[config.mk]
export PLATFORM = sky130hd
export DESIGN_NAME = mem_chan_fairness_monitor
export DESIGN_NICKNAME = d
export VERILOG_FILES = /design/src/rtl/mem_mon_pkg.sv /design/src/rtl/mem_chan_monitor.sv /design/src/rtl/mem_chan_fairness_monitor.sv
export SDC_FILE = /design/constraint.sdc
export NUM_CORES = 1
export LEC_CHECK = 0
export CAP_MARGIN = 15
export CORE_ASPECT_RATIO = 1.25
export CORE_MARGIN = 2
export CORE_UTILIZATION = 46
export DETAILED_ROUTE_END_ITERATION = 8
export PLACE_DENSITY_LB_ADDON = 0.1
export SLEW_MARGIN = 0
export SYNTH_ARGS = -nofsm -noshare
export SYNTH_HDL_FRONTEND = slang
export SYNTH_SLANG_ARGS = --single-unit
[constraint.sdc]
create_clock -name clock -period 1.32 [get_ports clock]
set_input_delay 0.264 -clock clock [delete_from_list [all_inputs] [get_ports clock]]
set_output_delay 0.264 -clock clock [all_outputs]
set_load 0.1 [all_outputs]
[src/rtl/mem_mon_pkg.sv]
// mem_mon_pkg: shared state type and sizing helper for the memory channel monitor
package mem_mon_pkg;
  typedef enum logic {MON_IDLE, MON_WAIT} mon_state_t;
  function automatic int stall_w(input int max);
    return $clog2(max + 1);
  endfunction
endpackage

[src/rtl/mem_chan_monitor.sv]
// mem_chan_monitor: one channel's req/gnt tracker with stability, stall and spurious-response flags
module mem_chan_monitor
  import mem_mon_pkg::*;
#(
  parameter int XLEN       = 32,
  parameter int MAX_STALL  = 8,
  parameter int CNT_W      = 16,
  parameter int CHK_STABLE = 1
) (
  input  logic             clk,
  input  logic             rst,
  input  logic             req,
  input  logic             wen,
  input  logic [3:0]       strb,
  input  logic [XLEN-1:0]  addr,
  input  logic [XLEN-1:0]  wdata,
  input  logic             gnt,
  input  logic             err,
  output logic             viol_stable,
  output logic             viol_stall,
  output logic             viol_spur,
  output logic [CNT_W-1:0] txn_cnt,
  output logic             busy
);
  localparam int SW = stall_w(MAX_STALL);
  mon_state_t state;
  logic [SW-1:0] stall_ctr;
  logic cap_wen;
  logic [3:0] cap_strb;
  logic [XLEN-1:0] cap_addr, cap_wdata;
  logic waiting, changed, at_max;
  always_comb begin
    waiting = state == MON_WAIT;
    at_max = stall_ctr == SW'(MAX_STALL);
    // write payload only matters for a captured write
    changed = CHK_STABLE != 0 && (cap_addr != addr || cap_wen != wen ||
              (cap_wen && (cap_strb != strb || cap_wdata != wdata)));
  end
  assign busy = waiting;
  always_ff @(posedge clk) begin
    if (rst) begin
      state <= MON_IDLE;
      stall_ctr <= '0;
      txn_cnt <= '0;
      viol_stable <= 1'b0;
      viol_stall <= 1'b0;
      viol_spur <= 1'b0;
      cap_wen <= 1'b0;
      cap_strb <= '0;
      cap_addr <= '0;
      cap_wdata <= '0;
    end else begin
      if (req && gnt) txn_cnt <= txn_cnt + CNT_W'(1);
      if ((gnt || err) && !req) viol_spur <= 1'b1;
      if (waiting && (!req || changed)) viol_stable <= 1'b1;
      if (waiting && !gnt && at_max) viol_stall <= 1'b1;
      if (!waiting && req && !gnt) begin
        state <= MON_WAIT;
        stall_ctr <= SW'(1);
        cap_wen <= wen;
        cap_strb <= strb;
        cap_addr <= addr;
        cap_wdata <= wdata;
      end else if (waiting && (!req || gnt)) state <= MON_IDLE;
      else if (waiting && !at_max) stall_ctr <= stall_ctr + SW'(1);
    end
  end
endmodule

[src/rtl/mem_chan_fairness_monitor.sv]
// mem_chan_fairness_monitor: NCH independent req/gnt channel monitors with combined fairness status
module mem_chan_fairness_monitor #(
  parameter int NCH        = 2,
  parameter int XLEN       = 32,
  parameter int MAX_STALL  = 8,
  parameter int CNT_W      = 16,
  parameter int CHK_STABLE = 1
) (
  input  logic                 clock,
  input  logic                 reset,
  input  logic [NCH-1:0]       req,
  input  logic [NCH-1:0]       wen,
  input  logic [NCH*4-1:0]     strb,
  input  logic [NCH*XLEN-1:0]  addr,
  input  logic [NCH*XLEN-1:0]  wdata,
  input  logic [NCH-1:0]       gnt,
  input  logic [NCH-1:0]       err,
  output logic [NCH-1:0]       viol_stable,
  output logic [NCH-1:0]       viol_stall,
  output logic [NCH-1:0]       viol_spur,
  output logic [NCH-1:0]       fair_ok,
  output logic [NCH*CNT_W-1:0] txn_cnt,
  output logic [NCH-1:0]       busy
);
  for (genvar c = 0; c < NCH; c++) begin : g_ch
    mem_chan_monitor #(
      .XLEN(XLEN), .MAX_STALL(MAX_STALL), .CNT_W(CNT_W), .CHK_STABLE(CHK_STABLE)
    ) u_mon (
      .clk(clock),
      .rst(reset),
      .req(req[c]),
      .wen(wen[c]),
      .strb(strb[4*c +: 4]),
      .addr(addr[XLEN*c +: XLEN]),
      .wdata(wdata[XLEN*c +: XLEN]),
      .gnt(gnt[c]),
      .err(err[c]),
      .viol_stable(viol_stable[c]),
      .viol_stall(viol_stall[c]),
      .viol_spur(viol_spur[c]),
      .txn_cnt(txn_cnt[CNT_W*c +: CNT_W]),
      .busy(busy[c])
    );
  end
  assign fair_ok = ~(viol_stable | viol_stall | viol_spur);
endmodule
==> flow_metrics.py <==
metrics = {
    "yosys": {
        "ys_seq_area_frac": 0.439,
        "synthMuxAreaShare": 0.00236,
        "syn_area_um2": 8480,
        "synth_xor_area_frac": 0.173,
        "async_flop_share": 0,
        "syn-num-nets": 1184,
        "synth_compound_area_frac": 0.0981,
        "ys_warn_count": 0,
        "synth_common_cells": "nand2_1, dfxtp_1, a21oi_1",
        "synth_cell_types": 39,
        "synthCells": 1032,
        "synth_top_area_frac": 0.439,
        "synth_edf_count": 0,
        "ys_top_cells_by_area": "dfxtp_1, nand2_1, xor2_1",
        "ys.flop_type": "dfxtp_1",
        "synth_simple_gate_area_frac": 0.230,
        "post-synth-top-area-cell": "dfxtp_1",
        "avgSynthCellArea_um2": 8.22,
        "ys_ff_latch": 186,
        "synth_top_family_by_area": "simple AND/OR/NAND/NOR gates",
        "synth.most_common_cell": "nand2_1",
        "synthAdderAreaFrac": 0.00885,
    },
    "die": {
        "start_util": 0.468,
        "rows": 55,
        "io_pins": 188,
        "die_x_um": 125,
        "core-area_um2": 18100,
        "die_h_um": 156,
        "dieArea_um2": 19500,
    },
    "sta": {
        "setup-violations-final": 28,
        "period_minus_slack_ps": 1590,
        "finalCritPeriodShare": 1.21,
        "drv_slew": 0,
        "clock_skew_ps": 14.5,
        "final-hold-violation-count": 0,
        "finalHoldWorstSlack_ps": 198,
        "max_freq_ghz": 0.627,
        "rsz0062_at_grt": "true",
        "worst_slack_ps": -274,
        "relSlewSlack": 0.769,
        "tightest_slew_ps": 343,
    },
    "clock_network": {
        "holdBufCountCts": 0,
        "cts_buffers": 17,
        "clk_latency_ps": 440,
        "clock_sinks": 186,
        "cts_max_path_buffers": 2,
        "h-tree-depth": 4,
        "clkTransAtPathRegs_ps": 70,
        "cts_tree": "yes",
        "root_buffer": "clkbuf_16",
    },
    "flow_run": {
        "cap_violations": 0,
    },
    "placed_design": {
        "place_hpwl_um": 14600,
        "port_buffers": 187,
        "gp_congestion": 0.769,
    },
    "pwr": {
        "p_clk_frac": 0.379,
        "net-switching-power_mw": 3.41,
        "irDropWorstVdd_mv": 0.850,
        "switching_share": 0.265,
        "power.leakage_nw": 5.11,
        "p_per_area_nw_per_um2": 999,
        "power.internal_mw": 9.46,
        "p_comb_frac": 0.159,
        "power_frac_seq": 0.462,
    },
    "layout": {
        "area_delta_synth_final_pct": 52.0,
        "diodes": 0,
        "fin_nets": 1440,
        "drive_gt1_frac": 0.224,
        "final_util": 0.712,
    },
    "setup_path": {
        "cp.required_ps": 1620,
        "endpoint_kind": "register",
        "crit_chain": "xor2_1 -> nor4_2 -> buf_4 -> nand4_1 -> o41ai_2 -> a31oi_1",
        "reg2regPathDepth": 6,
        "rr_endpoint": "g_ch[1].u_mon.viol_stable",
        "slowest_stage": "nor4_2",
        "critPathMaxStageDelay_ps": 340,
        "crit_fanout": 2,
        "r2r_start": "g_ch[1].u_mon.cap_wdata[3]",
        "critical_path_arrival_ps": 1890,
        "start_kind": "register",
        "path_class": "reg2reg",
        "r2r_slack_ps": -270,
    },
    "min_path": {
        "hold_class": "in2reg",
        "hold_end": "g_ch[0].u_mon.cap_addr[19]",
        "hold_path.startpoint": "reset",
        "hold_depth": 2,
    },
    "grt": {
        "grt_max_degree": 47,
        "grt_pass1_wl_um": 34400,
        "overflow": 0,
        "grtUsageTotal": 0.215,
        "grt_pass1_vias": 7202,
        "grt_antenna_before_repair": 0,
    },
    "routing": {
        "routed_via_density": 4.97,
        "drcViolationCount": 0,
        "vias": 7599,
        "drtIter0Drc": 363,
        "wl_per_cell_um": 14.1,
        "wirelength_um": 21600,
        "drt-pass1-iter-count": 5,
        "detail-route-antenna-nets": 0,
    },
    "status": {
        "status": "finished, violations left",
        "violations": "setup timing",
    },
}
-- cells by family (layout without fill, tap and decap cells) --
family	Yosys count	count (layout)
compound gates	163	163
xor+xnor	167	167
fa+ha+maj	6	6
buf+inv	71	340
flops	186	186
mux	2	2
simple gates	437	437
-- flip-flops by register name, indices dropped and copies added, names as in the netlist --
name,cells
g_ch.u_mon.cap_addr,64
g_ch.u_mon.cap_wdata,64
g_ch.u_mon.txn_cnt,32
g_ch.u_mon.cap_strb,8
g_ch.u_mon.stall_ctr,8
g_ch.u_mon.busy,2
g_ch.u_mon.cap_wen,2
g_ch.u_mon.viol_spur,2
g_ch.u_mon.viol_stable,2
g_ch.u_mon.viol_stall,2
-- power groups by stage --
stage	Combinational, mW	Clock (mW)	Sequential, mW
4_1_cts	2.00	4.96	5.94
6_report	2.05	4.88	5.94
5_1_grt	2.23	5.24	5.97
2_1_floorplan	0.941	0	6.11
3_3_place_gp	1.90	0	6.07
3_5_place_dp	1.91	0	6.08
-- how the worst max path moves through the flow --
stage	endpoint	depth (start not counted)	from	slack, ps
6_report	g_ch[1].u_mon.viol_stable	6	g_ch[1].u_mon.cap_wdata[3]	-270
4_1_cts	g_ch[1].u_mon.viol_stable	6	g_ch[1].u_mon.cap_wdata[3]	-290
3_5_place_dp	g_ch[1].u_mon.viol_stable	7	addr[42]	-840
3_3_place_gp	g_ch[0].u_mon.viol_stable	7	wdata[23]	-750
2_1_floorplan	g_ch[0].u_mon.txn_cnt[12]	5	g_ch[0].u_mon.txn_cnt[4]	-260
5_1_grt	g_ch[1].u_mon.viol_stable	6	g_ch[1].u_mon.cap_wdata[3]	-350
-- metal layers --
metal	vias up	part of all wire	global-route usage	wire (um)
met2	162	0.53	0.387	11400
li1	3893	-	-	-
met3	31	0.037	0.0384	808
met1	3513	0.42	0.255	8990
met4	0	0.020	0.0794	427
met5	-	0	0	0
-- cell usage in the layout, fill, tap and decap left out, drive strengths merged, types with 3 or more instances in the layout --
cell and count:
a21oi 149, a31oi 3, and2 3, and3 5, buf 150, clkbuf 22
clkdlybuf4s50 140, clkinv 5, dfxtp 186, dlygate4sd2 4, ha 6, inv 15
nand2 292, nand3 16, nand4 18, nor2 43, nor3 14, nor4 30
o21ai 7, or2 3, or3 5, xnor2 47, xor2 120
-- worst max-delay path, delay by kind of cell (launching register included) --
family / cells / cell delay (ps)
DFF: 1 / 330
buffers and inverters: 1 / 160
xor gates and xnor gates: 1 / 160
and+or+nand+nor: 2 / 460
AOI/OAI and AO/OA: 2 / 360
-- repair_timing --
| action | in CTS | in global routing |
|---|---|---|
| pin swaps | 19 | 31 |
| gates cloned | 2 | 2 |
| gates resized for setup | 59 | 37 |
| setup buffers | 17 | 19 |
| setup endpoints to repair | 194 | 121 |
| hold endpoints to repair | 0 | 0 |
-- stage by stage --
stage	TNS [ps]	worst slack [ps]	instances	power, mW	instance area, um^2
finish	-2070	-274	1529	12.9	12900
detailed placement	-93290	-845	1464	7.99	11600
global placement	-91480	-746	1464	7.97	11600
floorplan	-3350	-259	1032	7.05	8690
CTS	-1770	-294	1510	12.9	12500
global route	-4610	-349	1529	13.4	12900
-- cell type report --
| class | count | area [um^2] |
|---|---|---|
| Clock buffer | 20 | 437 |
| Clock inverter | 12 | 114 |
| Fill cell | 1386 | 5220 |
| Inverter | 11 | 41.3 |
| Multi-Input combinational cell | 775 | 4740 |
| Sequential cell | 186 | 3850 |
| Tap cell | 228 | 285 |
| Timing Repair Buffer | 297 | 3420 |
Power figures use the tool's default switching activity.
